<file path="config.mk">
export PLATFORM = sky130hd
export DESIGN_NAME = instruction_fetch
export DESIGN_NICKNAME = d
export VERILOG_FILES = /design/src/rtl/instruction_fetch_pkg.sv /design/src/rtl/fetch_fifo.sv /design/src/rtl/fetch_fifo_checker.sv /design/src/rtl/instruction_fetch.sv
export SDC_FILE = /design/constraint.sdc
export NUM_CORES = 1
export LEC_CHECK = 0
export BUFFER_PORTS_ARGS = -buffer_cell sky130_fd_sc_hd__buf_2
export CAP_MARGIN = 40
export CORE_MARGIN = 2
export CORE_UTILIZATION = 43
export CTS_BUF_LIST = sky130_fd_sc_hd__clkbuf_4 sky130_fd_sc_hd__clkbuf_8
export CTS_CLUSTER_SIZE = 10
export DETAILED_ROUTE_END_ITERATION = 12
export GPL_TIMING_DRIVEN = 0
export MAX_ROUTING_LAYER = met4
export PLACE_DENSITY = 0.69
export SLEW_MARGIN = 20
export SYNTH_ARGS = -nofsm -noshare
export SYNTH_HDL_FRONTEND = slang
export SYNTH_SLANG_ARGS = --single-unit
</file>
<file path="constraint.sdc">
create_clock -name clk -period 2.3 [get_ports clk]
set_input_delay 0.345 -clock clk [delete_from_list [all_inputs] [get_ports clk]]
set_output_delay 0.345 -clock clk [all_outputs]
set_load 0.05 [all_outputs]
</file>
<file path="src/rtl/instruction_fetch_pkg.sv">
// Shared CPU definitions for the fetch stage: FSM encoding, reset PC default,
// prefetch depth and a word-alignment helper.
package instruction_fetch_pkg;

    typedef enum logic [1:0] {
        ST_FETCH = 2'd0,
        ST_STALL = 2'd1,
        ST_DRAIN = 2'd2
    } fetch_state_e;

    localparam logic [31:0] RESET_PC_DEFAULT = 32'h0000_0000;
    localparam int          FETCH_FIFO_DEPTH = 2;

    function automatic logic [31:0] align_word(input logic [31:0] pc);
        return pc & 32'hFFFF_FFFC;
    endfunction

endpackage

</file>
<file path="src/rtl/fetch_fifo.sv">
// Two-entry prefetch FIFO holding {pc, instr}; entry0 is always the head, so
// the head outputs come straight from a register.
module fetch_fifo (
    input  logic        clk,
    input  logic        rst_n,
    input  logic        push,
    input  logic        pop,
    input  logic        flush,
    input  logic [63:0] push_data,
    output logic [63:0] head_data,
    output logic        head_valid,
    output logic [1:0]  count
);

    logic [63:0] entry0_q, entry0_d;
    logic [63:0] entry1_q, entry1_d;
    logic [1:0]  count_q, count_d;

    // Next-state for storage and occupancy; flush wins over push and pop.
    always_comb begin
        entry0_d = entry0_q;
        entry1_d = entry1_q;
        count_d  = count_q;
        if (flush) begin
            count_d = 2'd0;
        end else begin
            case ({push, pop})
                2'b10: begin
                    if (count_q == 2'd0) begin
                        entry0_d = push_data;
                    end else begin
                        entry1_d = push_data;
                    end
                    count_d = count_q + 2'd1;
                end
                2'b01: begin
                    entry0_d = entry1_q;
                    count_d  = count_q - 2'd1;
                end
                2'b11: begin
                    if (count_q == 2'd1) begin
                        entry0_d = push_data;
                    end else begin
                        entry0_d = entry1_q;
                        entry1_d = push_data;
                    end
                end
                default: begin
                    count_d = count_q;
                end
            endcase
        end
    end

    // Storage registers.
    always_ff @(posedge clk or negedge rst_n) begin
        if (!rst_n) begin
            entry0_q <= 64'd0;
            entry1_q <= 64'd0;
            count_q  <= 2'd0;
        end else begin
            entry0_q <= entry0_d;
            entry1_q <= entry1_d;
            count_q  <= count_d;
        end
    end

    assign head_data  = entry0_q;
    assign head_valid = (count_q != 2'd0);
    assign count      = count_q;

    fetch_fifo_checker u_checker (
        .clk   (clk),
        .rst_n (rst_n),
        .push  (push),
        .flush (flush),
        .count (count_q)
    );

endmodule

</file>
<file path="src/rtl/fetch_fifo_checker.sv">
// Property checks for the prefetch FIFO; a full FIFO must never see a push.
module fetch_fifo_checker (
    input logic       clk,
    input logic       rst_n,
    input logic       push,
    input logic       flush,
    input logic [1:0] count
);

    no_push_when_full: assert property (
        @(posedge clk) disable iff (!rst_n) !(push && !flush && (count == 2'd2))
    );

endmodule

</file>
<file path="src/rtl/instruction_fetch.sv">
// Instruction fetch: single-outstanding memory requester feeding a 2-entry
// prefetch FIFO, with branch redirect and in-flight response discard.
module instruction_fetch
    import instruction_fetch_pkg::*;
#(
    parameter logic [31:0] RESET_PC   = RESET_PC_DEFAULT,
    parameter int          FIFO_DEPTH = FETCH_FIFO_DEPTH
) (
    input  logic        clk,
    input  logic        reset,
    output logic [31:0] memAddress,
    output logic        memReadEnable,
    input  logic [31:0] memDataIn,
    input  logic        memReady,
    output logic        instrValid,
    output logic [31:0] instrData,
    output logic [31:0] instrPc,
    input  logic        instrReady,
    input  logic        redirectValid,
    input  logic [31:0] redirectPc
);

    localparam logic [2:0] SPACE_LIMIT = 3'(FIFO_DEPTH - 1);

    fetch_state_e state_q, state_d;
    logic [31:0]  addr_q, addr_d;
    logic         re_q, re_d;
    logic [31:0]  redir_q, redir_d;

    logic         push_s, flush_s, pop_s;
    logic [1:0]   count_s;
    logic         fifo_valid_s;
    logic [63:0]  head_s;
    logic [2:0]   post_fetch_s;
    logic [2:0]   post_stall_s;

    assign pop_s        = fifo_valid_s && instrReady && !redirectValid;
    // Occupancy after this edge if a response lands (FETCH) or not (STALL).
    assign post_fetch_s = {1'b0, count_s} + 3'd1 - {2'b00, pop_s};
    assign post_stall_s = {1'b0, count_s} - {2'b00, pop_s};

    // Fetch sequencing: redirect first, then per-state request handling.
    always_comb begin
        state_d = state_q;
        addr_d  = addr_q;
        re_d    = re_q;
        redir_d = redir_q;
        push_s  = 1'b0;
        flush_s = 1'b0;
        if (redirectValid) begin
            flush_s = 1'b1;
            if (re_q && !memReady) begin
                state_d = ST_DRAIN;
                redir_d = align_word(redirectPc);
            end else begin
                state_d = ST_FETCH;
                addr_d  = align_word(redirectPc);
                re_d    = 1'b1;
            end
        end else begin
            case (state_q)
                ST_FETCH: begin
                    if (!re_q) begin
                        re_d = 1'b1;
                    end else if (memReady) begin
                        push_s = 1'b1;
                        addr_d = addr_q + 32'd4;
                        if (post_fetch_s <= SPACE_LIMIT) begin
                            re_d = 1'b1;
                        end else begin
                            re_d    = 1'b0;
                            state_d = ST_STALL;
                        end
                    end else begin
                        re_d = re_q;
                    end
                end
                ST_STALL: begin
                    if (post_stall_s <= SPACE_LIMIT) begin
                        re_d    = 1'b1;
                        state_d = ST_FETCH;
                    end else begin
                        re_d = 1'b0;
                    end
                end
                ST_DRAIN: begin
                    if (memReady) begin
                        addr_d  = redir_q;
                        re_d    = 1'b1;
                        state_d = ST_FETCH;
                    end else begin
                        re_d = re_q;
                    end
                end
                default: begin
                    state_d = ST_FETCH;
                    re_d    = 1'b0;
                end
            endcase
        end
    end

    // Sequencer state and registered memory-side outputs.
    always_ff @(posedge clk or negedge reset) begin
        if (!reset) begin
            state_q <= ST_FETCH;
            addr_q  <= RESET_PC;
            re_q    <= 1'b0;
            redir_q <= 32'h0000_0000;
        end else begin
            state_q <= state_d;
            addr_q  <= addr_d;
            re_q    <= re_d;
            redir_q <= redir_d;
        end
    end

    fetch_fifo u_fetch_fifo (
        .clk        (clk),
        .rst_n      (reset),
        .push       (push_s),
        .pop        (pop_s),
        .flush      (flush_s),
        .push_data  ({addr_q, memDataIn}),
        .head_data  (head_s),
        .head_valid (fifo_valid_s),
        .count      (count_s)
    );

    assign memAddress    = addr_q;
    assign memReadEnable = re_q;
    assign instrValid    = fifo_valid_s;
    assign instrPc       = head_s[63:32];
    assign instrData     = head_s[31:0];

endmodule
</file>
== Word level (Yosys, flattened, before mapping) ==
Index checks and enable logic that the tools add are counted.
Operators by class
  add/sub/neg operators: 6
  $lt $le $gt $ge: 2
  equal/unequal tests: 15
  multiplexer cells: 35
  bitwise gates (word level): 1
  reductions and logical operators: 18
Operators by type and width (count)
  $mux W64: 4
  $pmux W64 S3: 1
  $mux W32: 5
  $pmux W64 S2: 1
  $pmux W32 S2: 1
  $add A32 B3 Y32 const B: 1
  $mux W2: 8
  $ne A3 B3 Y1 const B: 5
  $mux W1: 12
  $reduce_and A5 Y1: 2
  $reduce_bool A3 Y1: 3
  $eq A2 B1 Y1 const B: 3
  $eq A2 B2 Y1 const B: 3
  $le A3 B1 Y1 const B: 2
  $ne A2 B2 Y1 const B: 3
  $pmux W2 S3: 1
  $logic_not A2 Y1: 2
  $pmux W2 S2: 1
  $reduce_and A2 Y1: 2
  $reduce_and A4 Y1: 1
  $reduce_bool A2 Y1: 2
  $add A2 B1 Y3 const B: 1
  $logic_and A1 B1 Y1: 3
  $pmux W1 S3: 1
  8 further kinds: 9
Word-level totals
  bits in registers: 195
  bits of input ports: 69
  output and inout bits: 98
  logic and storage cells: 84

== Longest topological paths before layout ==
Gate-level depths: netlist (run 1).
  depth in word-level cells: 10
  mapped depth: 12

== Cells and area by module ==
From an unflattened synthesis (run 1), not the netlist that was laid out.
Second synthesis, totals
  cell total of the unflattened synthesis: 754
  area, all modules: 9552.9 µm²
Modules (own cells, without submodules)
  fetch_fifo: instances 1, cells each 362, area each 5904.4 µm², sequential area each 3253.1 µm²
  instruction_fetch: instances 1, cells each 392, area each 3648.5 µm², sequential area each 1576.5 µm²

== Worst setup path after synthesis (run 1) ==
OpenSTA, ideal clock, no wires.
  kind: register to register
  start: reg addr_q[2] (netlist: memAddress[2])
  end: reg addr_q[30] (netlist: memAddress[30])
  library setup time: 0.138 ns
  arrival time: 2.106 ns
  required time: 2.162 ns
  setup slack: 0.056 ns
  stages on the path, launching flop included: 7
  path buffers: 0
  period minus slack after synthesis: 2.244 ns
  path through: dfrtp_1 > ha_1 > nand4_1 > or4_4 > nor4_4 > xnor2_1 > o2111ai_2
Between the ends
  longest elaborated chain between the ends: 5
RTL lines
  start, declared: RTL line instruction_fetch.sv:26  | logic [31:0] addr_q, addr_d;
  start signal, assigned: RTL line instruction_fetch.sv:112  | addr_q <= addr_d;
  $add A32 B3 Y32: RTL line instruction_fetch.sv:67  | addr_d = addr_q + 32'd4;
  $mux W32: RTL line instruction_fetch.sv:65  | end else if (memReady) begin
  $mux W32: RTL line instruction_fetch.sv:63  | if (!re_q) begin
  $pmux W32 S2: RTL line instruction_fetch.sv:61  | case (state_q)
  $mux W32: RTL line instruction_fetch.sv:50  | if (redirectValid) begin
Every way passes these cells. The select of a mux whose other input is x is not followed.
A chain may end at the register's enable or synchronous reset.

== Worst setup path in the final report (run 1) ==
  start: reg addr_q[2] (netlist: memAddress[2])
  end: reg addr_q[28] (netlist: memAddress[28])
The elaborated chain is that of the path after synthesis.

==> results_dict.tcl, run 1 <==
set metrics [dict create \
    power_density_mw_per_mm2 1509 \
    post-place-ws_ps -221.6 \
    fillers 1879 \
    core_mm2 0.02036 \
    grt_pass1_vias 6653 \
    ir_drop_v 0.0008353 \
    fmax_mhz 458.3 \
    synth_edf_count 0 \
    drv_cap 0 \
    cts_sinks 189 \
    netlist_top_cells_area "dfrtp_1 (53%), mux2_2 (11%), mux2i_1 (7.2%)" \
    end_kind "register" \
    fin_nets 1079 \
    critPathBufInv 0 \
    die_y_um 148.6 \
    cts_tree "done" \
    postRouteWirelength_um 23140 \
    rsz0062_at_grt "false" \
    drv_slew 0 \
    first_pass_iters 5 \
    gp_congestion 0.9128 \
    die_w_um 148.6 \
    grt_max_degree 75 \
    seqPwrFrac_pct 37.0 \
    postRouteAntennaNets 0 \
    p_sw_w 0.007885 \
    area_growth_syn_to_layout_pct 19.67 \
    setup_viol 0 \
    place_area_mm2 0.01021 \
    antenna_found_initial 0 \
    antennaDiodeCount 0 \
    critPathArrivalTime_ps 2530 \
    via_count 6967 \
    period_needed_ps 2182 \
    postCtsSetupBuffers 0 \
    p_clk_share_pct 14.3 \
    grt.total_usage_pct 21.78 \
    final_common_cell "dfrtp_1" \
    finClkSkew_ps 12.71 \
    yosysWarnings 0 \
    critPathTopFamily "simple AND/OR/NAND/NOR gates" \
    ys_types 56 \
    drive_gt1_share_pct 34.42 \
    synth_cells 815 \
    boundaryPins 167 \
    drt_iter0_markers 384 \
    swShare_pct 48.59 \
    finalHoldViolations 0 \
    cpPeakStageDelay_ps 530 \
    final_cell_mix "dfrtp_1 (189), buf_2 (162), nor2_1 (94)" \
    ys_seq_elements 189 \
    final.setup.worst_slack_ps 118.1 \
    p_leak_nw 4.740 \
    outcome "finished clean" \
    critPathMaxFanout 8 \
    max-slew-margin-rel_pct 54.58 \
    synth-seq-area-share_pct 52.62 \
    drcViolationCount 0 \
    crit_chain "ha_1 > nand4_1 > or4_4 > nor4_2 > o31ai_1 > o2bb2ai_1" \
    syn-mean-instance-area_um2 11.03 \
    synthesis.area_mm2 0.008987 \
    synthArstFlopShare_pct 100.0 \
    clkTransAtPathRegs_ps 110 \
    ys.flop_type "dfrtp_1" \
    cts_buffer_depth 2 \
    grt-ovfl-total 0 \
    startpoint_type "register" \
    start_util_pct 44.13 \
    finalCritPeriodShare_pct 94.86 \
    die_area_mm2 0.02207 \
    wl_per_cell_um 18.02 \
    cts_root_buf "clkbuf_8" \
    hp-class "in2reg" \
    criticalPathCategory "reg2reg" \
    combinationalPowerShare_pct 48.7 \
    tightest_slew_ps 681.4 \
    yosysTopAreaCellShare_pct 52.62 \
    synth_top_area_cell "dfrtp_1" \
    rows 52 \
    clk_latency_ps 470 \
    io_buffer_count 160 \
    cts_inserted_buffers 17 \
    grt_pass1_wl_um 36010 \
    required_ps 2650 \
    internal_power_w 0.008341 \
    crit_slowest_cell "dfrtp_1" \
    dp_hpwl_um 16800 \
    stdcell_area_mm2 0.01076 \
    fin_util_pct 52.81 \
    post_drt_via_cell_ratio 5.426 \
    clock_tree.htree_level_count 4 \
]
[layout make-up]
type	instances	area [um2]	share of cell area [%]
Sequential cell	189	4730	43.97
Buffer	62	400.4	3.723
Timing Repair Buffer	164	883.3	8.213
Multi-Input combinational cell	558	3955	36.77
Inverter	9	33.78	0.3141
Clock inverter	15	181.4	1.687
Tap cell	270	337.8	3.141
Clock buffer	17	234.0	2.175
[power groups by stage]
stage / Sequential [W] / Combinational (W) / Clock (W)
floorplan: 0.00862 / 0.00309 / 0
global placement: 0.00601 / 0.00766 / 0
detailed placement: 0.00608 / 0.00781 / 0
CTS: 0.00601 / 0.00786 / 0.00238
global route: 0.00622 / 0.00843 / 0.00253
finish: 0.00601 / 0.00790 / 0.00232
[logic make-up after synthesis]
logic type / share of synthesized area [%]
simple gates: 10.51
fa+ha+maj: 1.253
xor+xnor: 1.462
flops: 52.62
compound gates: 11.55
mux: 18.52
other cells: 0.04173
buf+inv: 4.037
[timing repair]
item                                    4_1_cts  5_1_grt
hold buffers                                  1        0
gates resized for setup                      18       34
endpoints found under the setup margin      128       86
endpoints found under the hold margin        58        0
[per-stage QoR]
| step | hold slack [ps] | setup TNS [ps] | cells | power (W) |
|---|---|---|---|---|
| finish | 111.5 | 0 | 1284 | 0.01623 |
| global route | 83.22 | 0 | 1284 | 0.01718 |
| CTS | 81.31 | 0 | 1284 | 0.01625 |
| detailed placement | 310.5 | -15290 | 1251 | 0.01389 |
| global placement | 466.8 | -471580 | 1248 | 0.01366 |
| floorplan | 49.41 | 0 | 818 | 0.01171 |
[worst paths after layout]
| kind | from | to | slack (ps) | depth (start not counted) |
|---|---|---|---|---|
| max | memAddress[2]$_DFFE_PN0P_ | memAddress[28]$_DFFE_PN0P_ | 120 | 6 |
| min | redirectPc[19] | redir_q[19]$_DFFE_PN0P_ | 110 | 2 |
| min reg2reg | u_fetch_fifo.entry1_q[40]$_DFFE_PN0P_ | u_fetch_fifo.entry1_q[40]$_DFFE_PN0P_ | 500 | 2 |
| max reg2reg | memAddress[2]$_DFFE_PN0P_ | memAddress[28]$_DFFE_PN0P_ | 120 | 6 |
| min in group asynchronous | reset | u_fetch_fifo.head_data[24]$_DFFE_PN0P_ | 370 | 2 |
| max in group asynchronous | reset | memAddress[26]$_DFFE_PN0P_ | 1170 | 3 |
[flip-flops by register name, indices dropped and copies added, names as in the netlist]
| register | count |
|---|---|
| redir_q | 30 |
| memAddress | 30 |
| state_q | 2 |
| u_fetch_fifo.head_data | 62 |
| u_fetch_fifo.entry1_q | 62 |
| u_fetch_fifo.count | 2 |
| memReadEnable | 1 |
[metal layers]
metal / GRT usage (%) / vias to the layer above / routed length [um]
li1: - / 3283 / -
met1: 29.15 / 3420 / 10430
met2: 34.63 / 243 / 11050
met3: 4.110 / 21 / 1410
met4: 5.143 / 0 / 251
met5: - / - / 0
[worst reg2reg max path, delay by kind of cell, from the launching register on]
kind                     cells  cell delay (ps)
adder cells (fa/ha/maj)      1              280
flip-flops                   1              530
AO/OA/AOI/OAI                2              240
AND/OR/NAND/NOR              3             1020
[synthesized netlist by cell type, types with 3 or more instances]
| master | n |
|---|---|
| ha_1 | 9 |
| and3_1 | 14 |
| mux2_2 | 90 |
| nand4_1 | 9 |
| nor4_1 | 3 |
| nor4bb_1 | 3 |
| nor3_1 | 7 |
| buf_1 | 4 |
| nor2_1 | 97 |
| inv_1 | 9 |
| xor2_1 | 6 |
| a41oi_1 | 4 |
| o21ai_0 | 50 |
| a211oi_1 | 7 |
| nand2_1 | 42 |
| buf_4 | 9 |
| a21oi_1 | 81 |
| clkbuf_1 | 28 |
| dfrtp_1 | 189 |
| buf_2 | 15 |
| xnor2_1 | 9 |
| nand3_1 | 8 |
| a31oi_1 | 3 |
| mux2i_1 | 65 |
| buf_6 | 3 |
| a221oi_1 | 11 |
| o2bb2ai_1 | 5 |
Power figures use the tool's default switching activity.
==> inputs of run 2 (changes only) <==
Settings changed: CTS_BUF_LIST sky130_fd_sc_hd__clkbuf_4 sky130_fd_sc_hd__clkbuf_8 to default, MAX_ROUTING_LAYER met4 to default, PLACE_DENSITY 0.69 to 0.68, SYNTH_HIERARCHICAL from default to 1.
==> results_dict.tcl, run 2 <==
set metrics [dict create \
    clkTransAtPathRegs_ps 70 \
    core_mm2 0.02182 \
    internal_power_w 0.008630 \
    r2r_start "u_fetch_fifo/count[1]$_DFFE_PN0P_" \
    io_buffer_count 162 \
    startpoint "u_fetch_fifo/count[1]$_DFFE_PN0P_" \
    fmax_mhz 435.4 \
    grt_pass1_wl_um 36890 \
    crit_slowest_cell "dfrtp_1" \
    synth_commonest_cells "dfrtp_1 (193), mux2_2 (168), o21ai_0 (47), mux2_4 (40), nand2_1 (37)" \
    grt-ovfl-total 0 \
    placedCellCount 1203 \
    antenna_found_initial 3 \
    boundaryPins 167 \
    swShare_pct 42.61 \
    wl_per_cell_um 18.51 \
    cts_buffer_depth 2 \
    cpPeakStageDelay_ps 360 \
    post_drt_via_cell_ratio 5.375 \
    p_clk_share_pct 19.4 \
    clk_latency_ps 430 \
    syn-mean-instance-area_um2 12.67 \
    cts_tree "done" \
    p_sw_w 0.006408 \
    cts_root_buf "clkbuf_16" \
    cts_sinks 193 \
    ys.flop_type "dfrtp_1" \
    finalHoldViolations 0 \
    criticalPathCategory "reg2reg" \
    finalCritPeriodShare_pct 99.86 \
    tightest_slew_ps 617.4 \
    drive_gt1_share_pct 48.76 \
    place_area_mm2 0.01084 \
    synth_most_common_cell "dfrtp_1" \
    first_pass_iters 5 \
    setup_viol 0 \
    ys_types 60 \
    synth-seq-area-share_pct 50.56 \
    gp_congestion 0.8600 \
    startpoint_type "register" \
    die_area_mm2 0.02342 \
    combinationalPowerShare_pct 42.6 \
    rsz0062_at_grt "true" \
    grt_max_degree 96 \
    max-slew-margin-rel_pct 58.84 \
    period_needed_ps 2297 \
    synth_cells 754 \
    hp-start "memDataIn[31]" \
    die_y_um 153.1 \
    p_leak_nw 5.357 \
    critPathMaxFanout 10 \
    final_cell_mix "dfrtp_1 (191), buf_2 (167), mux2_2 (164)" \
    grt_pass1_vias 6647 \
    postRouteWirelength_um 23160 \
    synthArstFlopShare_pct 100.0 \
    drv_slew 0 \
    rows 54 \
    crit_chain "inv_2 > ha_4 > clkinvlp_4 > nand3_2 > inv_2 > buf_6 > a21boi_4 > buf_6 > buf_12 > mux2_4 > mux2_4" \
    dp_hpwl_um 16290 \
    grt.total_usage_pct 19.90 \
    clock_tree.htree_level_count 4 \
    final_common_cell "dfrtp_1" \
    outcome "finished clean" \
    ys_seq_elements 193 \
    fillers 1908 \
    drt_iter0_markers 471 \
    drv_cap 0 \
    synthesis.area_mm2 0.009553 \
    netlist_top_cells_area "dfrtp_1 (51%), mux2_2 (20%), mux2_4 (6.3%)" \
    drcViolationCount 0 \
    yosysTopAreaCellShare_pct 50.56 \
    synth_edf_count 0 \
    stdcell_area_mm2 0.01169 \
    start_util_pct 43.77 \
    area_growth_syn_to_layout_pct 22.40 \
    ir_drop_v 0.0006670 \
    end_kind "register" \
    finClkSkew_ps 11.93 \
    cts_inserted_buffers 17 \
    critPathBufInv 6 \
    fin_nets 1036 \
    yosysWarnings 6 \
    synth_top_area_cell "dfrtp_1" \
    critPathArrivalTime_ps 2620 \
    power_density_mw_per_mm2 1286 \
    seqPwrFrac_pct 38.0 \
    critPathTopFamily "buffers and inverters" \
    die_w_um 153.1 \
    required_ps 2620 \
    postRouteAntennaNets 0 \
    via_count 6724 \
    final_cell_count_no_fill 1251 \
    hp-class "in2reg" \
]
==> run 2: worst paths after layout <==
check,to,slack (ps),depth (start not counted)
worst max register to register,u_fetch_fifo/head_data[46]$_DFFE_PN0P_,3,11
max in group asynchronous,redir_q[30]$_DFFE_PN0P_,1170,3
min in group asynchronous,u_fetch_fifo/head_data[29]$_DFFE_PN0P_,350,2
worst min register to register,u_fetch_fifo/entry1_q[35]$_DFFE_PN0P_,490,1
worst max-delay path,u_fetch_fifo/head_data[46]$_DFFE_PN0P_,3,11
worst min-delay path,u_fetch_fifo/entry1_q[31]$_DFFE_PN0P_,140,2
==> run 2: per-layer routing <==
layer	routed length (um)	global-route usage, %	share of wire [%]	up-vias
met1	10350	27.09	45	3325
met4	401	6.393	1.7	4
met2	11110	31.76	48	193
met3	1271	4.423	5.5	37
met5	24	0	0.10	-
li1	-	-	-	3165
==> run 2: logic make-up (layout without fill, tap and decap cells) <==
group                    count (synthesis)  after routing  share of synthesized area (%)
AND/OR/NAND/NOR                        129            129                          7.099
AO/OA/AOI/OAI                          131            131                          9.077
XOR/XNOR                                10             10                         0.9168
adder cells (fa/ha/maj)                 10             10                          1.310
flip-flops                             193            193                          50.56
other                                    1              7                        0.03926
multiplexers                           222            222                          27.74
buffers and inverters                   58            269                          3.261
==> run 2: final cells by class <==
class | count | area [um2] | share of cell area [%]
clock inverter | 13 | 123.9 | 1.059
sequential | 193 | 4832 | 41.33
clock buffer | 19 | 442.9 | 3.788
timing repair buffer | 179 | 1046 | 8.946
buffer | 46 | 344.1 | 2.943
multi-input combinational | 508 | 4502 | 38.50
antenna | 1 | 2.502 | 0.02140
tap | 280 | 350.3 | 2.996
inverter | 12 | 48.80 | 0.4173
==> run 2: stage by stage <==
stage	worst slack [ps]	hold WS, ps	power (W)	setup TNS, ps	util [%]
2_1_floorplan	-32.91	49.41	0.01050	-1222	-
3_3_place_gp	-2809	467.8	0.01195	-529880	49.39
3_5_place_dp	-630.2	230.3	0.01212	-62430	49.68
4_1_cts	15.81	122.4	0.01513	0	53.07
5_1_grt	-66.01	136.2	0.01584	-1458	53.57
6_report	3.265	140.7	0.01504	0	53.58
==> run 2: power groups by stage <==
| stage | Combinational, W | Sequential, W | Clock (W) |
|---|---|---|---|
| final | 0.00641 | 0.00572 | 0.00291 |
| after global placement | 0.00622 | 0.00573 | 0 |
| after global routing | 0.00677 | 0.00593 | 0.00314 |
| after detailed placement | 0.00633 | 0.00579 | 0 |
| after floorplan | 0.00238 | 0.00812 | 0 |
| after CTS | 0.00642 | 0.00572 | 0.00299 |
==> run 2: worst reg2reg max path: cells and delay by family, from the launching register on <==
kind,cells,cell delay [ps]
compound gates,1,200
fa+ha+maj,1,170
buf+inv,6,800
flops,1,360
mux,2,570
simple gates,1,100
==> run 2: repair_timing <==
action / in CTS / in global routing
endpoints found under the setup margin: 126 / 85
gates cloned: 0 / 1
hold endpoints to repair: 30 / 0
pin swaps: 2 / 1
setup buffers: 10 / 3
gates resized for setup: 23 / 12
hold buffers: 1 / 0
==> inputs of run 3 (changes only) <==
Settings changed: CORE_ASPECT_RATIO from default to 0.9.
==> results_dict.tcl, run 3 (synthesis results as in run 2) <==
set metrics [dict create \
    setup_viol 0 \
    fmax_mhz 440.5 \
    final_cell_mix "dfrtp_1 (191), buf_2 (170), mux2_2 (162)" \
    outcome "finished clean" \
    antenna_found_initial 3 \
    rsz0062_at_grt "true" \
    hp-class "in2reg" \
    grt_max_degree 88 \
    core_mm2 0.02170 \
    p_sw_w 0.006491 \
    reg2reg_setup_slack_ps 30 \
    cts_sinks 193 \
    ir_drop_v 0.0008217 \
    fin_util_pct 54.58 \
    dp_hpwl_um 16500 \
    fin_nets 1047 \
    power_density_mw_per_mm2 1276 \
    finalCritPeriodShare_pct 98.69 \
    gp_congestion 0.8731 \
    max-slew-margin-rel_pct 53.89 \
    combinationalPowerShare_pct 43.0 \
    multi_input_area_mm2 0.004504 \
    internal_power_w 0.008616 \
    p_clk_share_pct 19.2 \
    startpoint_type "register" \
    die_w_um 161.1 \
    postRouteAntennaNets 0 \
    critPathTopFamily "simple AND/OR/NAND/NOR gates" \
    crit_slowest_cell "or3_4" \
    clock_tree.htree_level_count 4 \
    critPathMaxFanout 7 \
    cpPeakStageDelay_ps 410 \
    finalHoldViolations 0 \
    cts_buffer_depth 2 \
    cts_tree "done" \
    grt.total_usage_pct 20.46 \
    die_area_mm2 0.02343 \
    drv_slew 0 \
    grt-ovfl-total 0 \
    finClkSkew_ps 8.730 \
    postRouteWirelength_um 23830 \
    criticalPathCategory "reg2reg" \
    drive_gt1_share_pct 49.54 \
    via_count 6885 \
    final_common_cell "dfrtp_1" \
    boundaryPins 167 \
    fillers 1904 \
    p_leak_nw 5.428 \
    post_drt_via_cell_ratio 5.404 \
    required_ps 2620 \
    first_pass_iters 5 \
    seqPwrFrac_pct 37.9 \
    die_y_um 145.4 \
    wl_per_cell_um 18.70 \
    final.setup.worst_slack_ps 30.09 \
    tns_ps 0 \
    clk_latency_ps 430 \
    io_buffer_count 162 \
    drv_cap 0 \
    swShare_pct 42.97 \
    drcViolationCount 0 \
    cts_inserted_buffers 17 \
    crit_chain "nand2b_1 > or3_4 > inv_1 > buf_6 > a21boi_4 > buf_12 > clkbuf_16 > mux2_4 > mux2_4" \
    cts_root_buf "clkbuf_16" \
    start_util_pct 44.03 \
    grt_pass1_wl_um 37620 \
    tightest_slew_ps 691.6 \
    post-place-ws_ps -740.2 \
    whs_ps 143.1 \
    rows 51 \
    crit_top_cell "mux2_4" \
    drt_iter0_markers 537 \
    period_needed_ps 2270 \
    grt_pass1_vias 6661 \
    clkTransAtPathRegs_ps 70 \
    end_kind "register" \
    ff_latch_area_mm2 0.004832 \
    critPathBufInv 4 \
    critPathArrivalTime_ps 2580 \
    area_growth_syn_to_layout_pct 23.97 \
]
run 3: changes by cell type in the layout (fill, tap and decap cells not counted), moves of 2 or more:
cell       change
clkbuf_2       +2
clkbuf_4       -2
clkbuf_16      +2
mux2_4         +2
buf_2          +3
buf_4          +5
inv_8          +3
inv_6          -5
mux2_2         -2
clkbuf_1       -3
buf_6          +3
clkinv_4       +6
clkinv_2       -3
run 3: timing repair:
| action | CTS | global route |
|---|---|---|
| gates resized for setup | 21 | 28 |
| cloned | 0 | 3 |
| setup endpoints to repair | 127 | 85 |
| pin swaps | 2 | 2 |
| buffers inserted | 14 | 9 |
| hold buffers | 1 | 0 |
| hold endpoints to repair | 41 | 0 |
run 3: final cells by class:
cell class	count	share of cell area, %
multi-input cells	508	38.03
clock buffers	19	3.825
repair buffers	191	9.762
well taps	291	3.074
flip-flops and latches	193	40.80
inverters	12	0.4120
plain buffers	45	3.022
diodes	2	0.04226
clock inverters	13	1.025
run 3: path summary, 6_finish.rpt:
path,start,end,depth (start not counted)
worst max-delay path,state_q[1]$_DFFE_PN0P_,u_fetch_fifo/head_data[53]$_DFFE_PN0P_,9
max in group asynchronous,reset,redir_q[19]$_DFFE_PN0P_,3
worst min-delay path,memDataIn[30],u_fetch_fifo/entry1_q[30]$_DFFE_PN0P_,2
worst min register to register,u_fetch_fifo/entry1_q[38]$_DFFE_PN0P_,u_fetch_fifo/entry1_q[38]$_DFFE_PN0P_,1
min in group asynchronous,reset,u_fetch_fifo/head_data[20]$_DFFE_PN0P_,2
worst max register to register,state_q[1]$_DFFE_PN0P_,u_fetch_fifo/head_data[53]$_DFFE_PN0P_,9
run 3: worst reg2reg max path: stages, from the launching register on:
cell and delay (ps):
dfrtp_2 400, nand2b_1 160, or3_4 410, inv_1 90
buf_6 150, a21boi_4 90, buf_12 160, clkbuf_16 160
mux2_4 290, mux2_4 250
run 3: power by group through the flow:
stage / Clock [W] / Combinational (W) / Sequential, W
floorplan: 0 / 0.00238 / 0.00812
global placement: 0 / 0.00623 / 0.00571
detailed placement: 0 / 0.00635 / 0.00578
CTS: 0.00298 / 0.00643 / 0.00572
global route: 0.00313 / 0.00684 / 0.00594
finish: 0.00290 / 0.00649 / 0.00572
run 3: metrics by stage:
step	cells	total power (W)	instance area, um2
global placement	1212	0.01194	10790
floorplan	759	0.01050	9617
finish	1274	0.01511	11840
CTS	1260	0.01513	11600
detailed placement	1214	0.01213	10860
global route	1272	0.01592	11840
run 3: routing by layer:
| metal | global-route usage (%) | routed length, um |
|---|---|---|
| met4 | 6.295 | 417 |
| met1 | 28.87 | 10940 |
| met3 | 4.959 | 1496 |
| met5 | 0 | 0 |
| met2 | 31.33 | 10980 |
